`src/rtl/quad_pkg.sv`:
```
// Shared types and helpers for the quadrature encoder bank.
package quad_pkg;

  typedef enum logic [1:0] {
    DIR_NONE,
    DIR_CW,
    DIR_CCW,
    DIR_ERR
  } dir_t;

  localparam int unsigned NUM_LEGAL_CPS = 3;
  localparam int unsigned LEGAL_CPS [NUM_LEGAL_CPS] = '{1, 2, 4};

  // True when cps is one of the supported detent scalings.
  function automatic logic cps_legal(input int unsigned cps);
    logic ok;
    ok = 1'b0;
    for (int unsigned i = 0; i < NUM_LEGAL_CPS; i++) begin
      if (LEGAL_CPS[i] == cps) ok = 1'b1;
    end
    return ok;
  endfunction

  // Position of a Gray code on the clockwise cycle 00->01->11->10.
  function automatic logic [1:0] gray_pos(input logic [1:0] g);
    return {g[1], g[1] ^ g[0]};
  endfunction

  // Classify a prev->cur transition of the {A,B} pair.
  function automatic dir_t quad_decode(input logic [1:0] prev, input logic [1:0] cur);
    logic [1:0] p;
    logic [1:0] c;
    dir_t       d;
    p = gray_pos(prev);
    c = gray_pos(cur);
    if (prev == cur)                 d = DIR_NONE;
    else if ((prev ^ cur) == 2'b11)  d = DIR_ERR;
    else if (c == 2'(p + 2'd1))      d = DIR_CW;
    else                             d = DIR_CCW;
    return d;
  endfunction

endpackage

```
`src/rtl/quad_channel.sv`:
```
// One encoder channel: synchroniser, per-bit debounce, priming, Gray decode,
// sub-step accumulator, position counter with load, sticky illegal flag.
module quad_channel
  import quad_pkg::*;
#(
  parameter int unsigned POS_W           = 8,
  parameter int unsigned DEBOUNCE_CYCLES = 1000,
  parameter int unsigned COUNTS_PER_STEP = 4,
  parameter bit          WRAP            = 1'b1
) (
  input  logic             clk,
  input  logic             rst,
  input  logic [1:0]       quad_in,
  input  logic             load_en,
  input  logic [POS_W-1:0] load_val,
  input  logic             err_clr,
  output logic [POS_W-1:0] pos,
  output logic             cw,
  output logic             ccw,
  output logic             err
);

  if (!cps_legal(COUNTS_PER_STEP)) begin : g_bad_cps
    $error("quad_channel: COUNTS_PER_STEP must be 1, 2 or 4");
  end
  if (DEBOUNCE_CYCLES < 1) begin : g_bad_debounce
    $error("quad_channel: DEBOUNCE_CYCLES must be at least 1");
  end

  localparam int unsigned CNT_W   = (DEBOUNCE_CYCLES > 1) ? $clog2(DEBOUNCE_CYCLES) : 1;
  localparam int unsigned PRIME_W = $clog2(DEBOUNCE_CYCLES + 2);

  localparam logic [CNT_W-1:0]   DB_LAST   = CNT_W'(DEBOUNCE_CYCLES - 1);
  // The priming window also covers the two synchroniser stages.
  localparam logic [PRIME_W-1:0] PRIME_END = PRIME_W'(DEBOUNCE_CYCLES + 1);
  localparam logic signed [3:0]  ACC_TOP   = 4'(COUNTS_PER_STEP);
  localparam logic signed [3:0]  ACC_BOT   = -ACC_TOP;

  logic [1:0]         sync1, sync2;
  logic [1:0]         filt;
  logic [CNT_W-1:0]   db_cnt [2];
  logic               primed;
  logic [PRIME_W-1:0] prime_cnt;
  logic               prime_now;
  logic [1:0]         prev;
  logic signed [3:0]  acc, acc_n;
  logic               cw_step, ccw_step;
  logic [POS_W-1:0]   pos_step;
  dir_t               dir;

  assign prime_now = !primed && (prime_cnt == PRIME_END);

  // Two-flop synchroniser on the asynchronous encoder pins.
  always_ff @(posedge clk) begin
    if (rst) begin
      sync1 <= '0;
      sync2 <= '0;
    end else begin
      sync1 <= quad_in;
      sync2 <= sync1;
    end
  end

  // Priming window after reset, then independent per-bit debounce.
  always_ff @(posedge clk) begin
    if (rst) begin
      filt      <= '0;
      primed    <= 1'b0;
      prime_cnt <= '0;
      for (int unsigned b = 0; b < 2; b++) db_cnt[b] <= '0;
    end else if (!primed) begin
      if (prime_now) begin
        filt   <= sync2;
        primed <= 1'b1;
      end else begin
        prime_cnt <= prime_cnt + 1'b1;
      end
    end else begin
      for (int unsigned b = 0; b < 2; b++) begin
        if (sync2[b] != filt[b]) begin
          if (db_cnt[b] == DB_LAST) begin
            filt[b]   <= sync2[b];
            db_cnt[b] <= '0;
          end else begin
            db_cnt[b] <= db_cnt[b] + 1'b1;
          end
        end else begin
          db_cnt[b] <= '0;
        end
      end
    end
  end

  // Decode the accepted transition and derive accumulator and position updates.
  always_comb begin
    dir      = primed ? quad_decode(prev, filt) : DIR_NONE;
    acc_n    = acc;
    cw_step  = 1'b0;
    ccw_step = 1'b0;
    pos_step = pos;
    case (dir)
      DIR_CW: begin
        if (acc + 4'sd1 == ACC_TOP) begin
          cw_step = 1'b1;
          acc_n   = '0;
        end else begin
          acc_n = acc + 4'sd1;
        end
      end
      DIR_CCW: begin
        if (acc - 4'sd1 == ACC_BOT) begin
          ccw_step = 1'b1;
          acc_n    = '0;
        end else begin
          acc_n = acc - 4'sd1;
        end
      end
      default: ;
    endcase
    if (cw_step && (WRAP || pos != '1))  pos_step = pos + POS_W'(1);
    if (ccw_step && (WRAP || pos != '0)) pos_step = pos - POS_W'(1);
  end

  // Step state, outputs and sticky error; load overrides a simultaneous step.
  always_ff @(posedge clk) begin
    if (rst) begin
      prev <= '0;
      acc  <= '0;
      pos  <= '0;
      cw   <= 1'b0;
      ccw  <= 1'b0;
      err  <= 1'b0;
    end else begin
      if (prime_now)             prev <= sync2;
      else if (dir != DIR_NONE)  prev <= filt;
      acc <= acc_n;
      cw  <= cw_step;
      ccw <= ccw_step;
      pos <= load_en ? load_val : pos_step;
      err <= (dir == DIR_ERR) | (err & ~err_clr);
    end
  end

endmodule

```
`src/rtl/quad_encoder_bank.sv`:
```
// N-channel quadrature encoder front end; one independent quad_channel per dial.
module quad_encoder_bank
  import quad_pkg::*;
#(
  parameter int unsigned CHANNELS        = 2,
  parameter int unsigned POS_W           = 8,
  parameter int unsigned DEBOUNCE_CYCLES = 1000,
  parameter int unsigned COUNTS_PER_STEP = 4,
  parameter bit          WRAP            = 1'b1
) (
  input  logic                      clk,
  input  logic                      rst,
  input  logic [2*CHANNELS-1:0]     quad_in,
  input  logic [CHANNELS-1:0]       load_en,
  input  logic [POS_W-1:0]          load_val,
  input  logic [CHANNELS-1:0]       err_clr,
  output logic [POS_W*CHANNELS-1:0] pos,
  output logic [CHANNELS-1:0]       cw,
  output logic [CHANNELS-1:0]       ccw,
  output logic [CHANNELS-1:0]       err
);

  for (genvar i = 0; i < CHANNELS; i++) begin : g_ch
    quad_channel #(
      .POS_W           (POS_W),
      .DEBOUNCE_CYCLES (DEBOUNCE_CYCLES),
      .COUNTS_PER_STEP (COUNTS_PER_STEP),
      .WRAP            (WRAP)
    ) u_ch (
      .clk      (clk),
      .rst      (rst),
      .quad_in  (quad_in[2*i +: 2]),
      .load_en  (load_en[i]),
      .load_val (load_val),
      .err_clr  (err_clr[i]),
      .pos      (pos[i*POS_W +: POS_W]),
      .cw       (cw[i]),
      .ccw      (ccw[i]),
      .err      (err[i])
    );
  end

endmodule

```
`config.mk`:
```
export PLATFORM = sky130hd
export DESIGN_NAME = quad_encoder_bank
export DESIGN_NICKNAME = d
export VERILOG_FILES = /design/src/rtl/quad_pkg.sv /design/src/rtl/quad_channel.sv /design/src/rtl/quad_encoder_bank.sv
export SDC_FILE = /design/constraint.sdc
export NUM_CORES = 1
export LEC_CHECK = 0
export BUFFER_PORTS_ARGS = -buffer_cell sky130_fd_sc_hd__buf_2
export CAP_MARGIN = 20
export CORE_ASPECT_RATIO = 1.2
export CORE_UTILIZATION = 55
export DETAILED_ROUTE_END_ITERATION = 8
export PLACE_DENSITY = 0.77
export SLEW_MARGIN = 10
export SYNTH_ARGS = -nofsm -noshare
export SYNTH_HDL_FRONTEND = slang
export SYNTH_SLANG_ARGS = --single-unit
export TNS_END_PERCENT = 30
```
`constraint.sdc`:
```
create_clock -name clk -period 2.9 [get_ports clk]
set_input_delay 0.58 -clock clk [delete_from_list [all_inputs] [get_ports clk]]
set_output_delay 0.58 -clock clk [all_outputs]
set_load 0.02 [all_outputs]
```
==> results of run 1 <==
repair_timing:
item / in CTS / in global routing
gates cloned: 0 / 0
gates resized for setup: 2 / 11
endpoints found under the setup margin: 3 / 5
stage by stage:
step                      area (um^2)  setup TNS, ns
final                            6750              0
after detailed placement         6430        -0.0861
after global routing             6750              0
after floorplan                  6130              0
after CTS                        6730              0
after global placement           6430              0
per-layer routing:
layer / vias to the layer above / part of all wire [%] / track usage [%] / routed length, um
li1: 2438 / - / - / -
met1: 2323 / 45 / 29.3 / 5590
met2: 100 / 50 / 37.9 / 6130
met3: 18 / 3.2 / 3.44 / 395
met4: 0 / 1.6 / 7.74 / 192
met5: - / 0 / 0 / 0
cells in the final DEF (no fill, tap or decap), types with 9 or more instances in the layout:
cell / count
edfxtp_1: 40
ha_1: 21
nor2_1: 102
buf_4: 13
inv_1: 29
nand2_1: 45
nor2b_1: 11
a21oi_1: 23
nand3_1: 31
and3_1: 20
xor2_1: 36
nor3_1: 13
xnor2_1: 23
buf_2: 39
or3_1: 12
dfxtp_1: 66
clkbuf_16: 9
nand4_1: 15
o21ai_0: 16
mux2i_1: 10
area by class of cell:
cell class                      instances  share of cell area (%)
Clock buffer                           11                    3.59
Clock inverter                          5                   0.760
Multi-Input combinational cell        501                    49.1
Timing Repair Buffer                   53                    4.50
Tap cell                              129                    2.39
Inverter                               29                    1.61
Sequential cell                       108                    38.0
final timing paths:
path | from | end | slack [ns] | depth (start not counted)
max reg2reg | g_ch[1].u_ch.filt[0] | g_ch[1].u_ch.pos[2] | 0.16 | 11
min reg2reg | g_ch[0].u_ch.sync1[1] | g_ch[0].u_ch.sync2[1] | 0.44 | 1
min | g_ch[0].u_ch.sync1[1] | g_ch[0].u_ch.sync2[1] | 0.44 | 1
max | g_ch[1].u_ch.filt[0] | g_ch[1].u_ch.pos[2] | 0.16 | 11
power breakdown:
group / leakage (nW) / internal (mW) / switching (mW) / total (mW)
clock network: 0.143 / 0.688 / 0.522 / 1.21
logic: 1.52 / 0.0832 / 0.112 / 0.195
registers: 0.968 / 1.61 / 0.0544 / 1.67
total: 2.64 / 2.38 / 0.689 / 3.07
logic make-up after synthesis:
logic type	after synthesis	synth area share [%]
flip-flops	108	41.8
adder cells (fa/ha/maj)	24	4.90
AO/OA/AOI/OAI	95	10.9
multiplexers	14	2.37
AND/OR/NAND/NOR	307	26.6
XOR/XNOR	61	8.96
buffers and inverters	61	4.49
state kept, by name, indices dropped and copies added (netlist names):
register and flops:
g_ch.u_ch.db_cnt 40, g_ch.u_ch.prime_cnt 20, g_ch.u_ch.pos 16, g_ch.u_ch.acc 8
g_ch.u_ch.filt 4, g_ch.u_ch.prev 4, g_ch.u_ch.sync1 4, g_ch.u_ch.sync2 4
g_ch.u_ch.ccw 2, g_ch.u_ch.cw 2, g_ch.u_ch.err 2, g_ch.u_ch.primed 2
==> metrics.md, run 1 <==
| Metric | Value |
|---|---|
| DRT Wirelength | `between 10 and 15 mm` |
| PnR Total Power | `slightly above 3 mW` |
| CTS tree | `yes` |
| Number of global-route vias before repair | `roughly 4700` |
| Post CTS Setup Buffer Count | `0` |
| Buf/Inv on CP | `1` |
| Non-Filler Instances | `between 800 and 900` |
| GP Congestion | `a little under 0.9` |
| Kind of critical path | `register to register` |
| Clock sinks | `approximately 110` |
| Yosys warns | `0` |
| Yosys reg bits | `between 100 and 150` |
| Top_reg_cell synth | `dfxtp_1` |
| Final Net Count | `744` |
| Total gr overflow | `0` |
| Data required, critical path | `roughly 3.1 ns` |
| Fraction of registers with async set/reset | `0%` |
| Layout fillers | `roughly 890` |
| IO Port Bufs | `39` |
| Clk_skew | `just under 0.004 ns` |
| Register area | `approximately 0.0026 mm^2` |
| Pwr Density | `approximately 460 mW/mm^2` |
| Post-DRT Antenna Nets | `0` |
| Area of the die | `0.0116 mm^2` |
| Seq/Total Area, Yosys | `between 40% and 50%` |
| CP peak stage delay | `0.38 ns` |
| CP Capture Type | `register` |
| WL per Instance | `roughly 15 um` |
| Routed vias | `roughly 4900` |
| Commonest cells in the netlist | `102 x nor2_1, 68 x dfxtp_1, 46 x nand2_1, 40 x edfxtp_1, 36 x xor2_1` |
| CP Data Arrival Time | `about 3.0 ns` |
| Worst VDD drop | `0.273 mV` |
| Pre-Repair DR Iteration Count | `5` |
| Lkg Pwr | `approximately 2.6 nW` |
| Row cnt | `41` |
| Worst-Margin Slew | `~0.66 ns` |
| Core area | `between 0.01 and 0.015 mm^2` |
| CP Max Fanout | `13` |
| Initial Utilization | `a little under three fifths` |
| Hold-fix buffers at CTS | `0` |
| CTS Buf Count | `9` |
| Overall Global Routing Usage | `22.5%` |
| Multi-input logic area | `about 0.0033 mm^2` |
| Placed Cells | `820` |
| CP cell instances | `mux2i_1 -> nand2_1 -> o21ai_1 -> nand2b_1 -> ha_2 -> buf_6 -> nand4bb_1 -> or3_1 -> and3_1 -> or3_1 -> a32o_1` |
| Top cells by area, synth | `dfxtp_1 22%, edfxtp_1 20%, nor2_1 6.2%, xor2_1 5.1%, ha_1 4.9%` |
| Post-synthesis cell type count | `between 70 and 80` |
| FMAX | `around 0.37 GHz` |
| RSZ-0062 raised after global routing | `false` |
| Slew HR | `between 50% and 60%` |
| Fraction of layout cells with a size suffix above 1 | `~15%` |
| Final Cycle Share | `between 90 and 100%` |
| CP Launch Type | `register` |
| Initial antenna violation count | `0` |
| Area growth from synthesis to layout | `10.1%` |
| Clock buffer depth | `2` |
| Synth top area share | `22.2%` |
| Detailed placer's ending HPWL | `roughly 8.7 mm` |
| Synth area leader | `dfxtp_1` |
| EDFF count, synth | `40` |
| Final setup fails | `0` |
| Pin count of the biggest net entering global routing | `32` |
| Crit path max-delay family | `simple AND/OR/NAND/NOR gates` |
| CTS root buffer | `clkbuf_16` |
| Most frequent cell after synthesis | `nor2_1` |
| Io pins | `40` |
| Top cell by count, worst path | `or3_1` |
| Die X | `just under 100 um` |
| Slowest-stage cell, CP | `dfxtp_4` |
| Final Critical Period | `roughly 2.7 ns` |
| Worst min path class | `register to register` |
| Outcome | `finished clean` |
| Final WS setup | `approximately 0.16 ns` |
| Via density | `5.84` |
| Synth Net Count | `roughly 710` |
| Die H | `around 120 um` |
| Final max-slew violation count | `0` |
| Synthesized area | `0.00613 mm^2` |
| Residual DRC | `0` |
| Avg Cell Area, Syn | `approximately 9.2 um^2` |
| MaxCap Viol Count | `0` |
| Hold Slack | `roughly 0.44 ns` |
| Worst-path clk slew | `0.07 ns` |
| First-pass GRT wire length | `about 22 mm` |
| Syn Inst Count | `670` |
| Clk_lat worst skew | `roughly 0.34 ns` |
| Initial DRC Count | `between 200 and 250` |
| Setup WS pre-CTS | `-0.0583 ns` |
| Htree depth | `3` |
| N_diodes | `0` |
| Post-layout util | `between 60% and 70%` |
| Hold Vio Cnt, Final | `0` |
No activity file was read; power rests on OpenSTA's default activity.
==> run 2, diff against run 1 <==
- CORE_UTILIZATION: 55 -> 30
- CTS_BUF_LIST: unset -> sky130_fd_sc_hd__clkbuf_2 sky130_fd_sc_hd__clkbuf_4 sky130_fd_sc_hd__clkbuf_8
- PLACE_DENSITY: 0.77 -> 0.48
==> run 2 against run 1 <==
  * Combinational power barely moved
  * Register-to-register slack better by 0.06 ns
  * Critical endpoint unchanged
  * Largest power group unchanged
  * Clock skew is 0.0057 ns higher
==> metrics.md, run 2 (synthesized netlist as in run 1, its figures left out) <==
| Metric | Value |
|---|---|
| Initial antenna violation count | `0` |
| Io pins | `40` |
| Row cnt | `56` |
| FMAX | `around 0.37 GHz` |
| Placed Cells | `between 900 and 1000` |
| GP Congestion | `0.839` |
| Via density | `a little under 5` |
| CTS root buffer | `clkbuf_8` |
| MaxCap Viol Count | `0` |
| Final setup fails | `0` |
| Combinational Power Share | `under 10%` |
| Pre-Repair DR Iteration Count | `4` |
| Post-DRT Antenna Nets | `0` |
| Hold Vio Cnt, Final | `0` |
| Final Cycle Share | `about 92%` |
| Worst VDD drop | `about 0.23 mV` |
| Area growth from synthesis to layout | `11.5%` |
| N_diodes | `0` |
| Pin count of the biggest net entering global routing | `29` |
| Outcome | `finished clean` |
| Setup_tns | `0 ns` |
| Psw | `0.706 mW` |
| Final max-slew violation count | `0` |
| Core area | `around 0.020 mm^2` |
| Lkg Pwr | `2.59 nW` |
| First-pass GRT wire length | `21.9 mm` |
| CP Launch Type | `register` |
| Most frequent cells in the layout | `102 x nor2_1, 66 x dfxtp_1, 46 x nand2_1` |
| Die H | `~160 um` |
| Total gr overflow | `0` |
| Worst-path clk slew | `about 0.11 ns` |
| Largest register by flop count | `g_ch.u_ch.db_cnt` |
| Int Power | `roughly 2 mW` |
| Final Net Count | `~750` |
| Initial DRC Count | `around 180` |
| Hold-fix buffers at CTS | `0` |
| Final Critical Period | `around 2.7 ns` |
| CTS Buf Count | `9` |
| Layout fillers | `2089` |
| Initial Utilization | `31.0%` |
| Overall Global Routing Usage | `approximately 13%` |
| DRT Wirelength | `12.9 mm` |
| Clock sinks | `between 100 and 150` |
| Non-Filler Instances | `approximately 1000` |
| Post CTS Setup Buffer Count | `0` |
| CP Max Fanout | `13` |
| Biggest regs | `g_ch.u_ch.db_cnt (40), g_ch.u_ch.prime_cnt (20), g_ch.u_ch.pos (16)` |
| WL per Instance | `about 13 um` |
| Number of global-route vias before repair | `between 4000 and 5000` |
| RSZ-0062 raised after global routing | `false` |
| Kind of critical path | `register to register` |
| Worst-Margin Slew | `slightly below 0.6 ns` |
| Clk_skew | `between 0.009 and 0.01 ns` |
| CTS tree | `yes` |
| Most common cell after layout, fill and taps aside | `nor2_1` |
| CP Data Arrival Time | `roughly 3.0 ns` |
| Residual DRC | `0` |
| Reg power frac | `between 60% and 70%` |
| Pwr Density | `roughly 400 mW/mm^2` |
| Clock group share of total power | `between 30% and 40%` |
| Die X | `133 um` |
| Max reg flops | `40` |
| Detailed placer's ending HPWL | `approximately 9.2 mm` |
| Switching Share | `25.7%` |
| Slew HR | `61.0%` |
| Area of the die | `~0.021 mm^2` |
| Clk_lat worst skew | `about 0.37 ns` |
| Clock buffer depth | `2` |
| Data required, critical path | `3.17 ns` |
| Routed vias | `a little under 5000` |
| Htree depth | `3` |
| Fraction of layout cells with a size suffix above 1 | `roughly 15%` |
| CP Capture Type | `register` |
| Worst min path class | `input pin to register` |
| IO Port Bufs | `39` |
run 2: cell count changes in the layout (fill, tap and decap cells not counted), sizes merged:
cell	change
clkbuf	-1
clkinv	-1
inv	+1
bufinv	-1
clkinvlp	+2
buf	+3
run 2: worst paths after layout:
path | slack (ns) | cells past startpoint | startpoint | to
worst min-delay path | 0.42 | 2 | quad_in[0] | g_ch[0].u_ch.sync1[0]
worst max register to register | 0.22 | 11 | g_ch[1].u_ch.filt[0] | g_ch[1].u_ch.pos[2]
worst max-delay path | 0.22 | 11 | g_ch[1].u_ch.filt[0] | g_ch[1].u_ch.pos[2]
worst min register to register | 0.45 | 1 | g_ch[0].u_ch.sync1[1] | g_ch[0].u_ch.sync2[1]
run 2: area by class of cell:
cell class	count	area [um^2]	area share [%]
Inverter	29	109	1.59
Sequential cell	108	2570	37.6
Clock buffer	10	138	2.01
Clock inverter	6	48.8	0.714
Timing Repair Buffer	56	327	4.78
Multi-Input combinational cell	501	3320	48.6
Tap cell	261	327	4.78
run 2: power groups by stage:
stage          Sequential, mW  Combinational [mW]  Clock [mW]
2_1_floorplan            1.70               0.126           0
3_3_place_gp             1.70               0.197           0
3_5_place_dp             1.70               0.199           0
4_1_cts                  1.67               0.200       0.927
5_1_grt                  1.68               0.220       0.987
6_report                 1.67               0.198       0.880
run 2: stage by stage:
stage	cell area, um^2	power (mW)	utilization, %	setup slack [ns]	hold slack, ns
after floorplan	6130	1.83	-	0.0230	0.414
after global placement	6620	1.90	33.5	0.0811	0.421
after detailed placement	6620	1.90	33.5	0.00219	0.432
after CTS	6800	2.80	34.4	0.0395	0.400
after global routing	6840	2.88	34.6	0.00592	0.425
final	6840	2.75	34.6	0.219	0.421
run 2: layer usage:
metal  up-vias  track usage, %  routed length [um]
li1       2447               -                   -
met1      2287            16.0                6290
met2        67            21.9                6080
met3        15            1.94                 296
met4         0            5.47                 261
met5         -               0                   0
run 2: critical path, cell delays in order (launching register included):
cell and delay (ns):
dfxtp_4 0.40, mux2i_1 0.19, nand2_1 0.07, o21ai_1 0.10, nand2b_1 0.16, ha_2 0.21
buf_6 0.15, nand4bb_1 0.15, or3_1 0.36, and3_1 0.21, or3_1 0.34, a32o_1 0.25
run 2: timing repair:
item,4_1_cts,5_1_grt
resized for setup,1,11
endpoints found under the setup margin,3,4
hold endpoints to repair,0,0
